<file path="src/rtl/countdown_timer.sv">
`default_nettype none
// ============================================================================
//  Module   : countdown_timer
//  Purpose  : Preset hours/minutes/seconds count-down timer. A preset is
//             captured on load, then decremented once per 1 Hz tick while
//             running. When the count reaches 0:00:00 the alarm (done_o)
//             is raised. The alarm clears on ack or, optionally, on its own
//             after a programmable number of ticks.
//  Revision : 1.0 - initial release
// ----------------------------------------------------------------------------
//  Parameters
//    MAX_HOURS  : upper clamp for the loaded hours value (must fit 0..31)
//    ALARM_SECS : ticks spent in ALARM before self-clear; 0 = hold until ack
//
//  Build option
//    COUNTDOWN_AUTO_RELOAD_EN : when defined, the decrement that would reach
//                               0:00:00 reloads the preset instead, done_o
//                               pulses for one cycle and the timer keeps
//                               running. ALARM is never entered.
//
//  Ports
//    clk        in   1  system clock, rising edge
//    reset      in   1  asynchronous reset, active low
//    tick       in   1  single-cycle 1 Hz enable
//    load       in   1  capture hours_i/mins_i/secs_i as preset and count
//    start      in   1  toggle run/pause
//    ack        in   1  acknowledge the alarm
//    hours_i    in   5  preset hours
//    mins_i     in   6  preset minutes
//    secs_i     in   6  preset seconds
//    hours_o    out  5  remaining hours
//    mins_o     out  6  remaining minutes
//    secs_o     out  6  remaining seconds
//    running_o  out  1  high while counting down
//    done_o     out  1  alarm indication
// ============================================================================

module countdown_timer #(
    parameter int MAX_HOURS  = 23,
    parameter int ALARM_SECS = 10
) (
    input  logic       clk,
    input  logic       reset,
    input  logic       tick,
    input  logic       load,
    input  logic       start,
    input  logic       ack,
    input  logic [4:0] hours_i,
    input  logic [5:0] mins_i,
    input  logic [5:0] secs_i,
    output logic [4:0] hours_o,
    output logic [5:0] mins_o,
    output logic [5:0] secs_o,
    output logic       running_o,
    output logic       done_o
);

    // ------------------------------------------------------------------------
    // Constants
    // ------------------------------------------------------------------------
    localparam logic [4:0] HOURS_CAP   = 5'(MAX_HOURS);
    localparam logic [5:0] SIXTY_MINUS = 6'd59;

    // The alarm counter runs 0 .. ALARM_SECS-1; reaching the last value on a
    // tick is the ALARM_SECS-th tick, which triggers the self-clear.
    localparam int              ACW         = (ALARM_SECS > 1) ? $clog2(ALARM_SECS) : 1;
    localparam logic [ACW-1:0]  ALARM_LAST  = (ALARM_SECS > 0) ? ACW'(ALARM_SECS - 1) : '0;
    localparam bit              ALARM_TIMED = (ALARM_SECS != 0);

    typedef enum logic [1:0] {
        IDLE   = 2'd0,
        RUN    = 2'd1,
        PAUSED = 2'd2,
        ALARM  = 2'd3
    } state_t;

    // ------------------------------------------------------------------------
    // State
    // ------------------------------------------------------------------------
    state_t           state;
    logic [4:0]       preset_hours;
    logic [5:0]       preset_mins;
    logic [5:0]       preset_secs;
    logic [ACW-1:0]   alarm_cnt;

    // ------------------------------------------------------------------------
    // Load clamping
    // ------------------------------------------------------------------------
    logic [4:0] load_hours;
    logic [5:0] load_mins;
    logic [5:0] load_secs;

    always_comb begin
        load_hours = (hours_i > HOURS_CAP)   ? HOURS_CAP   : hours_i;
        load_mins  = (mins_i  > SIXTY_MINUS) ? SIXTY_MINUS : mins_i;
        load_secs  = (secs_i  > SIXTY_MINUS) ? SIXTY_MINUS : secs_i;
    end

    // ------------------------------------------------------------------------
    // One-second decrement with borrow from minutes and hours
    // ------------------------------------------------------------------------
    logic [4:0] dec_hours;
    logic [5:0] dec_mins;
    logic [5:0] dec_secs;
    logic       dec_zero;
    logic       count_zero;

    always_comb begin
        dec_hours = hours_o;
        dec_mins  = mins_o;
        dec_secs  = secs_o;
        if (secs_o != 6'd0) begin
            dec_secs = secs_o - 6'd1;
        end else if (mins_o != 6'd0) begin
            dec_secs = SIXTY_MINUS;
            dec_mins = mins_o - 6'd1;
        end else if (hours_o != 5'd0) begin
            dec_secs  = SIXTY_MINUS;
            dec_mins  = SIXTY_MINUS;
            dec_hours = hours_o - 5'd1;
        end
    end

    assign dec_zero   = (dec_hours == 5'd0) && (dec_mins == 6'd0) && (dec_secs == 6'd0);
    assign count_zero = (hours_o   == 5'd0) && (mins_o   == 6'd0) && (secs_o   == 6'd0);

    // ------------------------------------------------------------------------
    // Control FSM and registered outputs
    // ------------------------------------------------------------------------
    always_ff @(posedge clk or negedge reset) begin
        if (!reset) begin
            state        <= IDLE;
            preset_hours <= 5'd0;
            preset_mins  <= 6'd0;
            preset_secs  <= 6'd0;
            hours_o      <= 5'd0;
            mins_o       <= 6'd0;
            secs_o       <= 6'd0;
            running_o    <= 1'b0;
            done_o       <= 1'b0;
            alarm_cnt    <= '0;
        end else if (load) begin
            // load overrides everything else, in every state
            preset_hours <= load_hours;
            preset_mins  <= load_mins;
            preset_secs  <= load_secs;
            hours_o      <= load_hours;
            mins_o       <= load_mins;
            secs_o       <= load_secs;
            state        <= IDLE;
            running_o    <= 1'b0;
            done_o       <= 1'b0;
            alarm_cnt    <= '0;
        end else begin
`ifdef COUNTDOWN_AUTO_RELOAD_EN
            // done_o is a single-cycle pulse in this build
            done_o <= 1'b0;
`endif
            case (state)
                IDLE: begin
                    // a start with nothing left to count is ignored
                    if (start && !count_zero) begin
                        state     <= RUN;
                        running_o <= 1'b1;
                    end
                end

                RUN: begin
                    if (start) begin
                        // pause wins over a coincident tick
                        state     <= PAUSED;
                        running_o <= 1'b0;
                    end else if (tick) begin
                        if (dec_zero) begin
`ifdef COUNTDOWN_AUTO_RELOAD_EN
                            hours_o <= preset_hours;
                            mins_o  <= preset_mins;
                            secs_o  <= preset_secs;
                            done_o  <= 1'b1;
`else
                            hours_o   <= 5'd0;
                            mins_o    <= 6'd0;
                            secs_o    <= 6'd0;
                            state     <= ALARM;
                            running_o <= 1'b0;
                            done_o    <= 1'b1;
                            alarm_cnt <= '0;
`endif
                        end else begin
                            hours_o <= dec_hours;
                            mins_o  <= dec_mins;
                            secs_o  <= dec_secs;
                        end
                    end
                end

                PAUSED: begin
                    // resume wins over a coincident tick; no decrement here
                    if (start) begin
                        state     <= RUN;
                        running_o <= 1'b1;
                    end
                end

                ALARM: begin
                    // start is ignored; ack and the self-clear both reload
                    if (ack || (ALARM_TIMED && tick && (alarm_cnt == ALARM_LAST))) begin
                        hours_o   <= preset_hours;
                        mins_o    <= preset_mins;
                        secs_o    <= preset_secs;
                        state     <= IDLE;
                        done_o    <= 1'b0;
                        alarm_cnt <= '0;
                    end else if (ALARM_TIMED && tick) begin
                        alarm_cnt <= alarm_cnt + 1'b1;
                    end
                end

                default: begin
                    state     <= IDLE;
                    running_o <= 1'b0;
                    done_o    <= 1'b0;
                end
            endcase
        end
    end

endmodule

`default_nettype wire
</file>
<file path="config.mk">
export PLATFORM = sky130hd
export DESIGN_NAME = countdown_timer
export DESIGN_NICKNAME = d
export VERILOG_FILES = /design/src/rtl/countdown_timer.sv
export SDC_FILE = /design/constraint.sdc
export NUM_CORES = 1
export LEC_CHECK = 0
export CELL_PAD_IN_SITES_DETAIL_PLACEMENT = 2
export CELL_PAD_IN_SITES_GLOBAL_PLACEMENT = 2
export CORE_ASPECT_RATIO = 0.5
export CORE_MARGIN = 3
export CORE_UTILIZATION = 31
export DETAILED_ROUTE_END_ITERATION = 12
export HOLD_SLACK_MARGIN = 0.15
export PLACE_DENSITY = 0.74
export SLEW_MARGIN = 25
export SYNTH_ARGS = -nofsm -noshare
export SYNTH_HDL_FRONTEND = slang
export SYNTH_SLANG_ARGS = --single-unit
</file>
<file path="constraint.sdc">
create_clock -name clk -period 3.9 [get_ports clk]
set_input_delay 1.17 -clock clk [delete_from_list [all_inputs] [get_ports clk]]
set_output_delay 1.17 -clock clk [all_outputs]
set_load 0.03 [all_outputs]
</file>
==> impl_metrics.csv <==
group,metric,value,unit
outcome,status,"completed",
grt,grt_pass1_vias,3032,
grt,overflow,0,
grt,track_usage,0.215,
sta,setup_tns,0,ps
setup_path,regToRegSetupSlack,360,ps
finish,layout-drive-gt1-share,0.104,
setup_path,required,4080,ps
grt,grt_pass1_wl,17100,um
setup_path,critical-path-max-stage-delay,590,ps
setup_path,crit_chain,"inv_1, ha_1, nor4b_4, and4_1, a2bb2oi_1, o21ai_1, or4b_1, or2_1, a311oi_1",
routing,drt_iter0_markers,165,
clock_tree,post_cts_buffers,0,
grt,antenna_found_initial,0,
placed_design,portBuffers,41,
logic_synthesis,synthArstFlopShare,1.00,
placed_design,gp_congestion,0.883,
logic_synthesis,synth_edf_count,0,
routing,ant_nets,0,
floorplanning,start_util,0.336,
sta,finalHoldViolations,0,
finish,layout.nets,397,
floorplanning,rows,23,
setup_path,crit_type,"register to register",
logic_synthesis,syn_area,2820,um^2
sta,tightest_slew,716,ps
logic_synthesis,synthFlopType,"dfrtp_1",
floorplanning,die_w,141,um
clock_tree,clockBufferDepth,2,
logic_synthesis,syn-instance-count,318,
setup_path,crit_arrival,3730,ps
routing,routedWlPerCell,22.3,um
clock_tree,clock-root-buffer,"clkbuf_16",
floorplanning,die_h,73.5,um
logic_synthesis,synth_nets,352,
clock_tree,numCtsBuffers,5,
clock_tree,ctsResizeCount,0,
logic_synthesis,synth_top_area_share,0.372,
job,cap_viol_max_count,0,
routing,vias,2758,
sta,rsz0062_at_grt,"false",
sta,slew_headroom,0.522,
sta,setup_violations,0,
logic_synthesis,synth_seq_area_share,0.372,
sta,fin_ws,357,ps
hold_path,hold_class,"register to register",
clock_tree,cts_hold_repair.buffers,0,
finish,area_delta_synth_final,26.6,%
sta,clock_skew,4.30,ps
clock_tree,cts_tree,"yes",
setup_path,crit_slowest_cell,"or4b_1",
placed_design,dpl_worst_slack,409,ps
pwr,finalPower,2220,uW
logic_synthesis,yosysUniqueCellTypes,65,
logic_synthesis,yosys.area.top_type,"dfrtp_1",
hold_path,whs_path_depth,1,
setup_path,worstSetupStartpointType,"register",
routing,dr.pass1.iters,4,
logic_synthesis,synthTopCellsByArea,"dfrtp_1 37%, ha_1 4.9%, a21oi_1 4.6%",
grt,grt_max_degree,43,
routing,vias_per_cell,5.79,
hold_path,hold_path_end,"preset_secs[5]$_DFFE_PN0P_",
finish,multi_input_area,1660,um^2
sta,drv_slew,0,
clock_tree,insertion_delay,290,ps
setup_path,r2r_cells,9,
setup_path,timing.rr.start,"secs_o[0]$_DFFE_PN0P_",
placed_design,hpwl,8110,um
routing,totalWireLength,10600,um
hold_path,hp-start,"preset_secs[5]$_DFFE_PN0P_",
clock_tree,cts_sinks,42,
logic_synthesis,synth_seq_cells,42,
routing,drcViolationCount,0,
finish,diodes,0,
logic_synthesis,yosys_warnings,0,
setup_path,end_kind,"register",
logic_synthesis,synth.avg_cell_area,8.88,um^2
finish,n_fill_cell,957,
sta,fmax,282,MHz
floorplanning,die_area,10400,um^2
sta,period_needed,3540,ps
sta,whs,508,ps
pwr,irDropWorstVdd,0.262,mV
floorplanning,core_area,8400,um^2
floorplanning,io-pin-count,42,
clock_tree,h-tree-depth,2,
sta,post-route-period-util,0.908,
pwr,leakagePower,0.00144,uW
pwr,powerDensity,620,nW/um^2
setup_path,timing.rr.end,"state[0]$_DFFE_PN0P_",
clock_tree,clkTransAtPathRegs,70,ps
finish,register_area,1050,um^2
setup_path,path_max_fanout,9,
## stage by stage
step / instances / area, um^2 / util
final: 476 / 3570 / 0.425
after global routing: 476 / 3570 / 0.425
after CTS: 476 / 3570 / 0.425
after detailed placement: 468 / 3410 / 0.405
after global placement: 468 / 3410 / 0.405
after floorplan: 318 / 2820 / -
## sequential cells by signal, indices dropped and copies added, names as in the netlist
register	count
hours_o	5
alarm_cnt	4
state	2
preset_hours	5
preset_mins	6
mins_o	6
running_o	1
preset_secs	6
done_o	1
secs_o	6
## final cells by class
type / count / area share
inverters: 19 / 0.0200
clock buffers: 5 / 0.0350
flip-flops and latches: 42 / 0.294
multi-input cells: 244 / 0.465
clock inverters: 3 / 0.0112
repair buffers: 51 / 0.135
well taps: 112 / 0.0392
## layer usage
layer | track usage | routed length, um | up-vias
li1 | - | - | 1283
met1 | 0.299 | 5160 | 1422
met2 | 0.358 | 4920 | 48
met3 | 0.0429 | 491 | 5
met4 | 0.0279 | 47 | 0
met5 | 0 | 0 | -
## synth_stat cells (all sizes together), types with 2 or more instances
master and number:
nor4b 5, a21oi 26, inv 18, a32o 2, or4 2, o22a 5, xnor2 2, o2bb2ai 2
nor3 6, a31oi 5, ha 11, a22oi 2, or2 3, o31ai 5, or3 2, nor2 30
nand4 10, mux2 11, nand3 7, and3b 2, nor3b 2, mux2i 6, clkbuf 8, or4b 3
o22ai 2, nor2b 4, o21ai 25, buf 5, nand2 28, dfrtp 42, nor4 6, a311oi 3
o211ai 7, a211oi 2
## layout by cell type, fill, tap and decap left out, types with 4 or more instances in the layout
cell              n
dfrtp_1          42
clkdlybuf4s50_1  40
nor2_1           29
nand2_1          27
a21oi_1          26
inv_1            18
o21ai_0          18
ha_1             11
buf_4            11
nand4_1          10
mux2_2            8
nand3_1           7
o211ai_1          7
mux2i_1           6
o21ai_1           6
nor3_1            5
a31oi_1           5
o22a_1            5
nor4_1            5
clkbuf_16         5
nor2b_1           4
o31ai_1           4
## how the worst max path moves through the flow
stage                               end  slack (ps)  cells past startpoint                  start
5_1_grt            state[0]$_DFFE_PN0P_         140                      9  secs_o[0]$_DFFE_PN0P_
3_3_place_gp   alarm_cnt[1]$_DFFE_PN0P_         530                      9  secs_o[0]$_DFFE_PN0P_
2_1_floorplan        done_o$_DFFE_PN0P_         830                     10  secs_o[0]$_DFFE_PN0P_
4_1_cts            state[0]$_DFFE_PN0P_         420                      9  secs_o[0]$_DFFE_PN0P_
6_report           state[0]$_DFFE_PN0P_         360                      9  secs_o[0]$_DFFE_PN0P_
3_5_place_dp       state[0]$_DFFE_PN0P_         410                      9  secs_o[0]$_DFFE_PN0P_
## kinds of logic after synthesis
| group | Yosys count | synth area share |
|---|---|---|
| DFF | 42 | 0.372 |
| and+or+nand+nor | 117 | 0.240 |
| buffers and inverters | 32 | 0.0434 |
| adders and majority gates | 11 | 0.0488 |
| xor gates and xnor gates | 2 | 0.00621 |
| AOI/OAI and AO/OA | 97 | 0.224 |
| muxes | 17 | 0.0652 |
## power by group
part	internal [uW]	total [uW]	leakage (uW)	switching [uW]
combinational	397	1030	0.000849	633
sequential	524	696	0.000508	172
clock	300	490	0.0000836	189
total	1220	2220	0.00144	995
## worst max-delay path, delay by kind of cell, from the launching register on
family	cells	cell delay, ps
AO/OA/AOI/OAI	3	760
AND/OR/NAND/NOR	4	1710
adder cells (fa/ha/maj)	1	350
buffers and inverters	1	160
flip-flops	1	460
(Power assumes the default switching activity.)
